===== src/rtl/mem_stage_lsu_pkg.sv =====
// Shared types and helpers for the MEM-stage load/store unit of the rv32imc pipeline.
package mem_stage_lsu_pkg;

    localparam logic [1:0] DEST_ALU  = 2'b00;
    localparam logic [1:0] DEST_LOAD = 2'b01;
    localparam logic [1:0] DEST_LINK = 2'b10;

    localparam logic [1:0] MEM_BYTE = 2'b00;
    localparam logic [1:0] MEM_HALF = 2'b01;
    localparam logic [1:0] MEM_WORD = 2'b10;

    typedef enum logic [1:0] {
        IDLE,
        REQ,
        WAIT
    } MemStateType;

    typedef struct packed {
        logic       memEn;
        logic       isStore;
        logic       isUnsigned;
        logic [1:0] size;
    } MemOpType;

    typedef struct packed {
        logic [4:0]  rdAddr;
        logic        rdWriteEn;
        logic [1:0]  destSelect;
        logic [31:0] pc;
        logic [31:0] aluResult;
        logic [31:0] storeData;
        MemOpType    memOp;
    } EXMEMLsuType;

    // Reserved select 11 falls through to the ALU result.
    function automatic logic [31:0] writeback_value(input logic [1:0] sel,
                                                    input logic [31:0] pc,
                                                    input logic [31:0] alu);
        return (sel == DEST_LINK) ? pc + 32'd4 : alu;
    endfunction

    // Size 11 is treated like a word access.
    function automatic logic is_misaligned(input logic [1:0] size, input logic [1:0] addr_lo);
        if (size == MEM_BYTE) return 1'b0;
        if (size == MEM_HALF) return addr_lo[0];
        return addr_lo != 2'b00;
    endfunction

endpackage


===== src/rtl/load_store_align.sv =====
// Byte-lane steering: store byte enables / replicated write data, and load lane extract + extend.
module load_store_align
    import mem_stage_lsu_pkg::*;
(
    input  logic [1:0]  addr_lo,
    input  logic [1:0]  size,
    input  logic        is_unsigned,
    input  logic [31:0] store_data,
    input  logic [31:0] rdata,
    output logic [3:0]  be,
    output logic [31:0] wdata,
    output logic [31:0] load_data
);

    logic [31:0] shifted;

    assign shifted = rdata >> {addr_lo, 3'b000};

    // NOTE: every output gets a default first so no path through the case infers a latch.
    always_comb begin
        be        = 4'b1111;
        wdata     = store_data;
        load_data = shifted;
        case (size)
            MEM_BYTE: begin
                be        = 4'b0001 << addr_lo;
                wdata     = {4{store_data[7:0]}};
                load_data = is_unsigned ? {24'b0, shifted[7:0]} : {{24{shifted[7]}}, shifted[7:0]};
            end
            MEM_HALF: begin
                be        = 4'b0011 << addr_lo;
                wdata     = {2{store_data[15:0]}};
                load_data = is_unsigned ? {16'b0, shifted[15:0]} : {{16{shifted[15]}}, shifted[15:0]};
            end
            default: ;
        endcase
    end

endmodule


===== src/rtl/mem_stage_lsu.sv =====
// MEM stage: runs loads/stores on a req/gnt/rvalid port and registers the writeback bundle.
// Optional watchdog with busError output when LOOPYV_MEM_TIMEOUT_EN is defined.
module mem_stage_lsu
    import mem_stage_lsu_pkg::*;
#(
    parameter int TIMEOUT_CYCLES = 255
)
(
    input  logic        clk,
    input  logic        reset,
    input  logic        inValid,
    output logic        inReady,
    input  logic [4:0]  inRdAddr,
    input  logic        inRdWriteEn,
    input  logic [1:0]  inDestSelect,
    input  logic [31:0] inPc,
    input  logic [31:0] inAluResult,
    input  logic [31:0] inStoreData,
    input  logic [3:0]  inMemOp,
    input  logic [1:0]  inMemSize,
    output logic        dmemReq,
    output logic        dmemWe,
    output logic [31:0] dmemAddr,
    output logic [31:0] dmemWdata,
    output logic [3:0]  dmemBe,
    input  logic        dmemGnt,
    input  logic        dmemRvalid,
    input  logic [31:0] dmemRdata,
    output logic        outValid,
    output logic [4:0]  outRdAddr,
    output logic        outRdWriteEn,
    output logic [1:0]  outDestSelect,
    output logic [31:0] outPc,
    output logic [31:0] outRdWriteData,
`ifdef LOOPYV_MEM_TIMEOUT_EN
    output logic        busError,
`endif
    output logic        misaligned
);

    MemStateType state_q, state_d;
    EXMEMLsuType entry_q, entry_d, in_entry;
    logic        out_valid_q, out_valid_d;
    logic [4:0]  out_rd_addr_q, out_rd_addr_d;
    logic        out_rd_write_en_q, out_rd_write_en_d;
    logic [1:0]  out_dest_select_q, out_dest_select_d;
    logic [31:0] out_pc_q, out_pc_d;
    logic [31:0] out_rd_write_data_q, out_rd_write_data_d;
    logic        misaligned_q, misaligned_d;
    logic        finish, finish_we;
    logic [31:0] finish_data;
    logic        req_active;
    logic [3:0]  align_be;
    logic [31:0] align_wdata, align_load_data;
    logic        unused_mem_op_bit;

`ifdef LOOPYV_MEM_TIMEOUT_EN
    localparam int CNT_W = ($clog2(TIMEOUT_CYCLES + 1) > 8) ? $clog2(TIMEOUT_CYCLES + 1) : 8;
    logic [CNT_W-1:0] cnt_q, cnt_d;
    logic             bus_error_q, bus_error_d;
`endif

    assign unused_mem_op_bit = inMemOp[0];

    assign in_entry = '{rdAddr:     inRdAddr,
                        rdWriteEn:  inRdWriteEn,
                        destSelect: inDestSelect,
                        pc:         inPc,
                        aluResult:  inAluResult,
                        storeData:  inStoreData,
                        memOp:      '{memEn: inMemOp[3], isStore: inMemOp[2],
                                      isUnsigned: inMemOp[1], size: inMemSize}};

    load_store_align u_align (
        .addr_lo     (entry_q.aluResult[1:0]),
        .size        (entry_q.memOp.size),
        .is_unsigned (entry_q.memOp.isUnsigned),
        .store_data  (entry_q.storeData),
        .rdata       (dmemRdata),
        .be          (align_be),
        .wdata       (align_wdata),
        .load_data   (align_load_data)
    );

    always_comb begin
        state_d             = state_q;
        entry_d             = entry_q;
        out_valid_d         = 1'b0;
        out_rd_addr_d       = out_rd_addr_q;
        out_rd_write_en_d   = out_rd_write_en_q;
        out_dest_select_d   = out_dest_select_q;
        out_pc_d            = out_pc_q;
        out_rd_write_data_d = out_rd_write_data_q;
        misaligned_d        = 1'b0;
        finish              = 1'b0;
        finish_we           = 1'b0;
        finish_data         = writeback_value(entry_q.destSelect, entry_q.pc, entry_q.aluResult);
`ifdef LOOPYV_MEM_TIMEOUT_EN
        cnt_d       = cnt_q;
        bus_error_d = 1'b0;
`endif
        case (state_q)
            IDLE: if (inValid) begin
                entry_d             = in_entry;
                out_rd_addr_d       = inRdAddr;
                out_rd_write_en_d   = inRdWriteEn;
                out_dest_select_d   = inDestSelect;
                out_pc_d            = inPc;
                out_rd_write_data_d = writeback_value(inDestSelect, inPc, inAluResult);
                if (!in_entry.memOp.memEn) begin
                    out_valid_d = 1'b1;
                end else if (is_misaligned(inMemSize, inAluResult[1:0])) begin
                    out_valid_d       = 1'b1;
                    out_rd_write_en_d = 1'b0;
                    misaligned_d      = 1'b1;
                end else begin
                    state_d = REQ;
`ifdef LOOPYV_MEM_TIMEOUT_EN
                    cnt_d = '0;
`endif
                end
            end
            REQ: if (dmemGnt) begin
                if (entry_q.memOp.isStore) begin
                    finish = 1'b1;
                end else if (dmemRvalid) begin
                    finish      = 1'b1;
                    finish_we   = entry_q.rdWriteEn;
                    finish_data = align_load_data;
                end else begin
                    state_d = WAIT;
                end
            end
            WAIT: if (dmemRvalid) begin
                finish      = 1'b1;
                finish_we   = entry_q.rdWriteEn;
                finish_data = align_load_data;
            end
            default: state_d = IDLE;
        endcase
`ifdef LOOPYV_MEM_TIMEOUT_EN
        // The access that hits the limit completes as a non-writing bundle flagged busError.
        if (!finish && (state_q == REQ || state_q == WAIT)) begin
            if (cnt_q == CNT_W'(TIMEOUT_CYCLES - 1)) begin
                finish      = 1'b1;
                bus_error_d = 1'b1;
            end else begin
                cnt_d = cnt_q + 1'b1;
            end
        end
`endif
        if (finish) begin
            state_d             = IDLE;
            out_valid_d         = 1'b1;
            out_rd_addr_d       = entry_q.rdAddr;
            out_rd_write_en_d   = finish_we;
            out_dest_select_d   = entry_q.destSelect;
            out_pc_d            = entry_q.pc;
            out_rd_write_data_d = finish_data;
        end
    end

    // NOTE: sequential state uses non-blocking assignments only; reset is synchronous and
    // clears every flop, so a reset mid-access simply drops the access.
    always_ff @(posedge clk) begin
        if (reset) begin
            state_q             <= IDLE;
            entry_q             <= '0;
            out_valid_q         <= 1'b0;
            out_rd_addr_q       <= '0;
            out_rd_write_en_q   <= 1'b0;
            out_dest_select_q   <= '0;
            out_pc_q            <= '0;
            out_rd_write_data_q <= '0;
            misaligned_q        <= 1'b0;
`ifdef LOOPYV_MEM_TIMEOUT_EN
            cnt_q               <= '0;
            bus_error_q         <= 1'b0;
`endif
        end else begin
            state_q             <= state_d;
            entry_q             <= entry_d;
            out_valid_q         <= out_valid_d;
            out_rd_addr_q       <= out_rd_addr_d;
            out_rd_write_en_q   <= out_rd_write_en_d;
            out_dest_select_q   <= out_dest_select_d;
            out_pc_q            <= out_pc_d;
            out_rd_write_data_q <= out_rd_write_data_d;
            misaligned_q        <= misaligned_d;
`ifdef LOOPYV_MEM_TIMEOUT_EN
            cnt_q               <= cnt_d;
            bus_error_q         <= bus_error_d;
`endif
        end
    end

    // Request fields come straight from the held entry, so they stay stable until gnt.
    assign req_active = (state_q == REQ) && entry_q.memOp.memEn;
    assign inReady    = (state_q == IDLE);
    assign dmemReq    = req_active;
    assign dmemWe     = req_active && entry_q.memOp.isStore;
    assign dmemAddr   = req_active ? {entry_q.aluResult[31:2], 2'b00} : '0;
    assign dmemBe     = dmemWe ? align_be : '0;
    assign dmemWdata  = dmemWe ? align_wdata : '0;

    assign outValid       = out_valid_q;
    assign outRdAddr      = out_rd_addr_q;
    assign outRdWriteEn   = out_rd_write_en_q;
    assign outDestSelect  = out_dest_select_q;
    assign outPc          = out_pc_q;
    assign outRdWriteData = out_rd_write_data_q;
    assign misaligned     = misaligned_q;
`ifdef LOOPYV_MEM_TIMEOUT_EN
    assign busError       = bus_error_q;
`endif

endmodule


===== config.mk =====
export PLATFORM = sky130hd
export DESIGN_NAME = mem_stage_lsu
export DESIGN_NICKNAME = d
export VERILOG_FILES = /design/src/rtl/mem_stage_lsu_pkg.sv /design/src/rtl/load_store_align.sv /design/src/rtl/mem_stage_lsu.sv
export SDC_FILE = /design/constraint.sdc
export NUM_CORES = 1
export LEC_CHECK = 0
export ABC_AREA = 0
export ABC_CLOCK_PERIOD_IN_PS = 4700
export CAP_MARGIN = 20
export CORE_MARGIN = 3
export CORE_UTILIZATION = 53
export CTS_CLUSTER_DIAMETER = 200
export CTS_CLUSTER_SIZE = 16
export DETAILED_ROUTE_END_ITERATION = 6
export GPL_TIMING_DRIVEN = 0
export PLACE_DENSITY = 0.92
export SLEW_MARGIN = 20
export SYNTH_ARGS = -nofsm -noshare
export SYNTH_HDL_FRONTEND = slang
export SYNTH_HIERARCHICAL = 1
export SYNTH_SLANG_ARGS = --single-unit

===== constraint.sdc =====
create_clock -name clk -period 4.7 [get_ports clk]
set_input_delay 0.705 -clock clk [delete_from_list [all_inputs] [get_ports clk]]
set_output_delay 0.705 -clock clk [all_outputs]
set_load 0.1 [all_outputs]

== Yosys cells after proc, flatten, opt, wreduce, memory -nomap -nowiden ==
Cells that the tools add are included.

* $add $sub $neg: 2
* Equality and inequality tests: 12
* Shifts and indexed selects: 3
* Muxes and demuxes: 67
* Bitwise operators: 4
* Reductions and logical operators: 13

{| class="wikitable"
|+ Operators with widths
! kind !! number
|-
| 32-bit 2-to-1 mux || 15
|-
| 32-bit case mux with 2 select lines || 3
|-
| 32-bit by 3-bit adder with 32-bit output (second input constant) || 2
|-
| 1-bit 2-to-1 mux || 32
|-
| 32-bit by 5-bit right shift with 32-bit output || 1
|-
| 2-bit 2-to-1 mux || 9
|-
| 5-bit 2-to-1 mux || 3
|-
| 2-bit inequality test (second input constant) || 5
|-
| 4-bit case mux with 2 select lines || 1
|-
| 7-bit AND reduction || 1
|-
| 2-bit by 1-bit == test with 1-bit output (second input constant) || 3
|-
| 2-bit == test (second input constant) || 3
|-
| 2-bit zero test || 3
|-
| 2-bit case mux with 3 select lines || 1
|-
| 2-bit nonzero test || 3
|-
| 4-bit 2-to-1 mux || 1
|-
| 1-bit NOT || 4
|-
| 1-bit case mux with 2 select lines || 2
|-
| 2-bit AND reduction || 2
|-
| 4-bit OR reduction || 1
|-
| 1-bit by 2-bit << shifter with 4-bit output (first input constant) || 1
|-
| 2-bit by 2-bit << shifter with 4-bit output (first input constant) || 1
|-
| 1-bit logical AND || 2
|-
| 2-bit by 1-bit inequality test with 1-bit output (second input constant) || 1
|-
| 2-bit OR reduction || 1
|}

* Register bits: 185
* Bits of input ports: 147
* Output and inout bits: 145
* Word-level logic and storage cells: 119

== Depth between registers and ports, before layout ==
* Word-level depth: 19
* Mapped depth: 11

== Hierarchy ==
Netlist, hierarchy kept.

{| class="wikitable"
|+ By module, submodules not included
! module !! instances !! cells each !! area an instance (sq um) !! seq. area each (sq um)
|-
| mem_stage_lsu || 1 || 1241 || 9422.8 || 3703.6
|-
| load_store_align || 1 || 182 || 1317.5 || 0.0
|}

== Worst setup path after synthesis ==
Ideal clock, no wire load.

* Kind: register -> output
* Start: reg state_q[1]
* End: out dmemWdata[22]
* Arrival time: 2877 ps
* Required time: 3995 ps
* Slack: 1118 ps
* Stages on the path, launching flop included: 8
* Buffers on the path: 3
* Cells stage by stage: dfxtp_1 > inv_1 > ha_1 > buf_2 > and3_1 > clkbuf_1 > clkbuf_1 > and2_1

* Cells in the longest elaborated chain, start to end: 4

{| class="wikitable"
|+ Ends and longest elaborated chain
! element !! line !! source
|-
| start, declared || mem_stage_lsu.sv:41 || <nowiki>MemStateType state_q, state_d;</nowiki>
|-
| start signal, assigned || mem_stage_lsu.sv:181 || <nowiki>state_q <= state_d;</nowiki>
|-
| 2-bit by 1-bit == test with 1-bit output || mem_stage_lsu.sv:198 || <nowiki>assign req_active = (state_q == REQ) && entry_q.memOp.memEn;</nowiki>
|-
| 1-bit logical AND || mem_stage_lsu.sv:198 ||
|-
| 1-bit logical AND || mem_stage_lsu.sv:201 || <nowiki>assign dmemWe = req_active && entry_q.memOp.isStore;</nowiki>
|-
| net dmemWe || mem_stage_lsu.sv:22 || <nowiki>output logic dmemWe,</nowiki>
|-
| 32-bit 2-to-1 mux || mem_stage_lsu.sv:204 || <nowiki>assign dmemWdata = dmemWe ? align_wdata : '0;</nowiki>
|-
| end, declared || mem_stage_lsu.sv:24 || <nowiki>output logic [31:0] dmemWdata,</nowiki>
|}

The timed path passes the listed nets, and every way through them passes these cells.

== Final worst setup path ==
* Start: reg state_q[1]
* End: out dmemWdata[21]

* Cells in the longest elaborated chain, start to end: 4

{| class="wikitable"
|+ Ends and longest elaborated chain
! element !! line
|-
| 2-bit by 1-bit == test with 1-bit output || mem_stage_lsu.sv:198
|-
| 1-bit logical AND || mem_stage_lsu.sv:198
|-
| 1-bit logical AND || mem_stage_lsu.sv:201
|-
| 32-bit 2-to-1 mux || mem_stage_lsu.sv:204
|}

Every way passes these cells.

==> metrics.yaml <==
status: "finished with violations"
violations: "DRC"
antenna_found_initial: 0
vias_per_cell: 6.31
slowest_stage: "clkdlybuf4s50_1"
worstSkewPairLatency_ns: 0.45
cp-end-kind: "primary output"
grt_pass1_wl_um: 70500
wl_per_cell_um: 23.6
hold_buffers: 0
place_congestion: 1.03
clk_pin_slew_ns: 0.08
power_frac_comb: 0.436
final_cell_mix: "nand2_1 (344), clkdlybuf4s50_1 (285), dfxtp_1 (185)"
cts_root_buf: "clkbuf_16"
synthFlopType: "dfxtp_1"
cp-start-kind: "flip-flop"
core_um2: 19700
arrival_ns: 3.55
die_width_um: 148
vias: 12657
cts_setup_buffers: 0
ant_nets: 0
synth.area.top_cells: "dfxtp_1 (34%), nand2_1 (12%), a21oi_1 (7.5%), nor2_1 (3.4%), a311oi_1 (3.3%)"
portBuffers: 285
drive_above_1_share: 0.0690
tightest_slew_ns: 1.04
drt_iter0_drc: 1509
ios: 292
die_area_um2: 22000
final_common_cell: "nand2_1"
power_density_nw_per_um2: 429
period_needed_ns: 4.26
syn-cell-area_um2: 10700
p_switching_mw: 2.89
internal-power_mw: 3.34
cts_tree: "built"
synth_edf_count: 0
setup_viol: 0
critPathTopFamily: "buffers and inverters"
fin_nets: 1880
row_count: 51
fmax_mhz: 235
ys_types: 74
ctsResizeCount: 0
synth_area_leader_cell: "dfxtp_1"
wirelength_um: 47300
path_cells: "inv_1 -> ha_1 -> buf_2 -> and3_1 -> clkbuf_1 -> clkbuf_1 -> and2_1 -> clkdlybuf4s50_1"
dp_hpwl_um: 36800
crit_fanout: 10
cts_buffers: 17
cts.sinks: 185
fin_setup_tns_ns: 0
critPathMaxStageDelay_ns: 1.13
critPathBufInv: 5
post-route-period-util: 0.906
grt_use_total: 0.413
ys_seq_area_frac: 0.345
switching_share: 0.464
final-hold-violation-count: 0
rsz0062_at_grt: "false"
hold_path.class: "reg -> reg"
yosys_warnings: 6
h-tree-depth: 4
dr.pass1.iters: 7
finalClockSkew_ns: 0.0132
path_class: "reg -> out"
overflow: 0
utilization: 0.739
clkPwrFrac: 0.235
synth_top_area_frac: 0.345
clock_path_buffers: 2
placedCellCount: 1974
die_h_um: 148
cp_data_required_time_ns: 3.99
drv_cap: 0
ir_worst_vdd_mv: 0.389
avgSynthCellArea_um2: 7.55
fin_hold_ws_ns: 0.459
async_reset_ff_frac: 0
start_util: 0.546
syn_inst: 1423
stdcell_count: 2006
placed_area_um2: 13900
first_global_vias: 12041
slew_violations: 0
drc: 13
p_leak_nw: 5.36
slew-limit-headroom: 0.306
fin_area_um2: 14500
crit_top_cell: "clkbuf_1"
synth-seq-cells: 185
grt_max_degree: 19
area_growth_pct: 35.1
pwr-share-seq: 0.329
## power groups by stage
stage / Sequential (mW) / Combinational, mW / Clock [mW]
finish: 2.05 / 2.72 / 1.47
global route: 2.06 / 2.84 / 1.52
CTS: 2.03 / 2.66 / 1.45
detailed placement: 2.07 / 2.65 / 0
global placement: 2.06 / 2.62 / 0
floorplan: 2.79 / 1.07 / 0
## flip-flops by register name, indices dropped and copies added, names as in the netlist
name	count
outRdWriteData	32
outRdWriteEn	1
outPc	32
state_q	2
entry_q	109
misaligned	1
outDestSelect	2
outValid	1
outRdAddr	5
## tightest hold or removal path: stages (launching register included)
cell	delay [ns]
dfxtp_1	0.31
nand2_1	0.05
a21oi_1	0.05
## cells in the mapped netlist (5+ instances only)
library cell,instances
a211oi_1,14
a21oi_1,162
a221o_1,8
a221oi_1,26
a311oi_1,40
and2_1,42
and3_1,37
buf_1,13
buf_2,13
buf_4,11
buf_6,5
clkbuf_1,79
clkbuf_8,6
dfxtp_1,185
ha_1,5
inv_1,10
mux2_2,24
mux2i_1,28
nand2_1,344
nand2b_1,5
nand3_1,26
nand4_1,16
nor2_1,96
nor2b_1,7
nor3_1,15
nor4_1,7
o211ai_1,15
o21ai_0,44
o22ai_1,6
or2_2,7
or3_1,6
xnor2_1,30
xor2_1,15
## cell families after synthesis
| family | count (synthesis) | share of synthesized area |
|---|---|---|
| simple gates | 635 | 0.274 |
| flops | 185 | 0.345 |
| xor+xnor | 45 | 0.0367 |
| buf+inv | 138 | 0.0628 |
| fa+ha+maj | 5 | 0.00582 |
| compound gates | 360 | 0.221 |
| mux | 54 | 0.0541 |
| other cells | 1 | 0.000349 |
## per-layer routing
layer | GRT usage | vias up | wire [um]
met5 | 0 | - | 0
met4 | 0.217 | 0 | 2910
met3 | 0.0865 | 186 | 5150
met2 | 0.656 | 973 | 21000
met1 | 0.531 | 5870 | 18300
li1 | - | 5628 | -
## stage by stage
stage | setup WS (ns) | total power, mW
2_1_floorplan | 1.12 | 3.86
3_3_place_gp | 1.00 | 4.67
3_5_place_dp | 0.917 | 4.71
4_1_cts | 0.438 | 6.15
5_1_grt | 0.289 | 6.42
6_report | 0.441 | 6.23
## worst paths after layout
kind                            slack, ns               end        start  cells past startpoint
worst min register to register       0.46       entry_q[31]  entry_q[31]                      2
worst max register to register       1.57  outDestSelect[1]   state_q[1]                      9
worst max-delay path                 0.44     dmemWdata[21]   state_q[1]                      8
worst min-delay path                 0.46       entry_q[31]  entry_q[31]                      2
## area by class of cell
| cell class | instances | area, um^2 |
|---|---|---|
| Fill cell | 1551 | 5140 |
| Timing Repair Buffer | 285 | 2850 |
| Clock buffer | 18 | 429 |
| Tap cell | 265 | 332 |
| Multi-Input combinational cell | 1101 | 6370 |
| Buffer | 128 | 637 |
| Sequential cell | 185 | 3700 |
| Clock inverter | 13 | 155 |
| Antenna cell | 1 | 2.50 |
| Inverter | 10 | 37.5 |
Note: power is estimated with default switching activity, not from simulation.
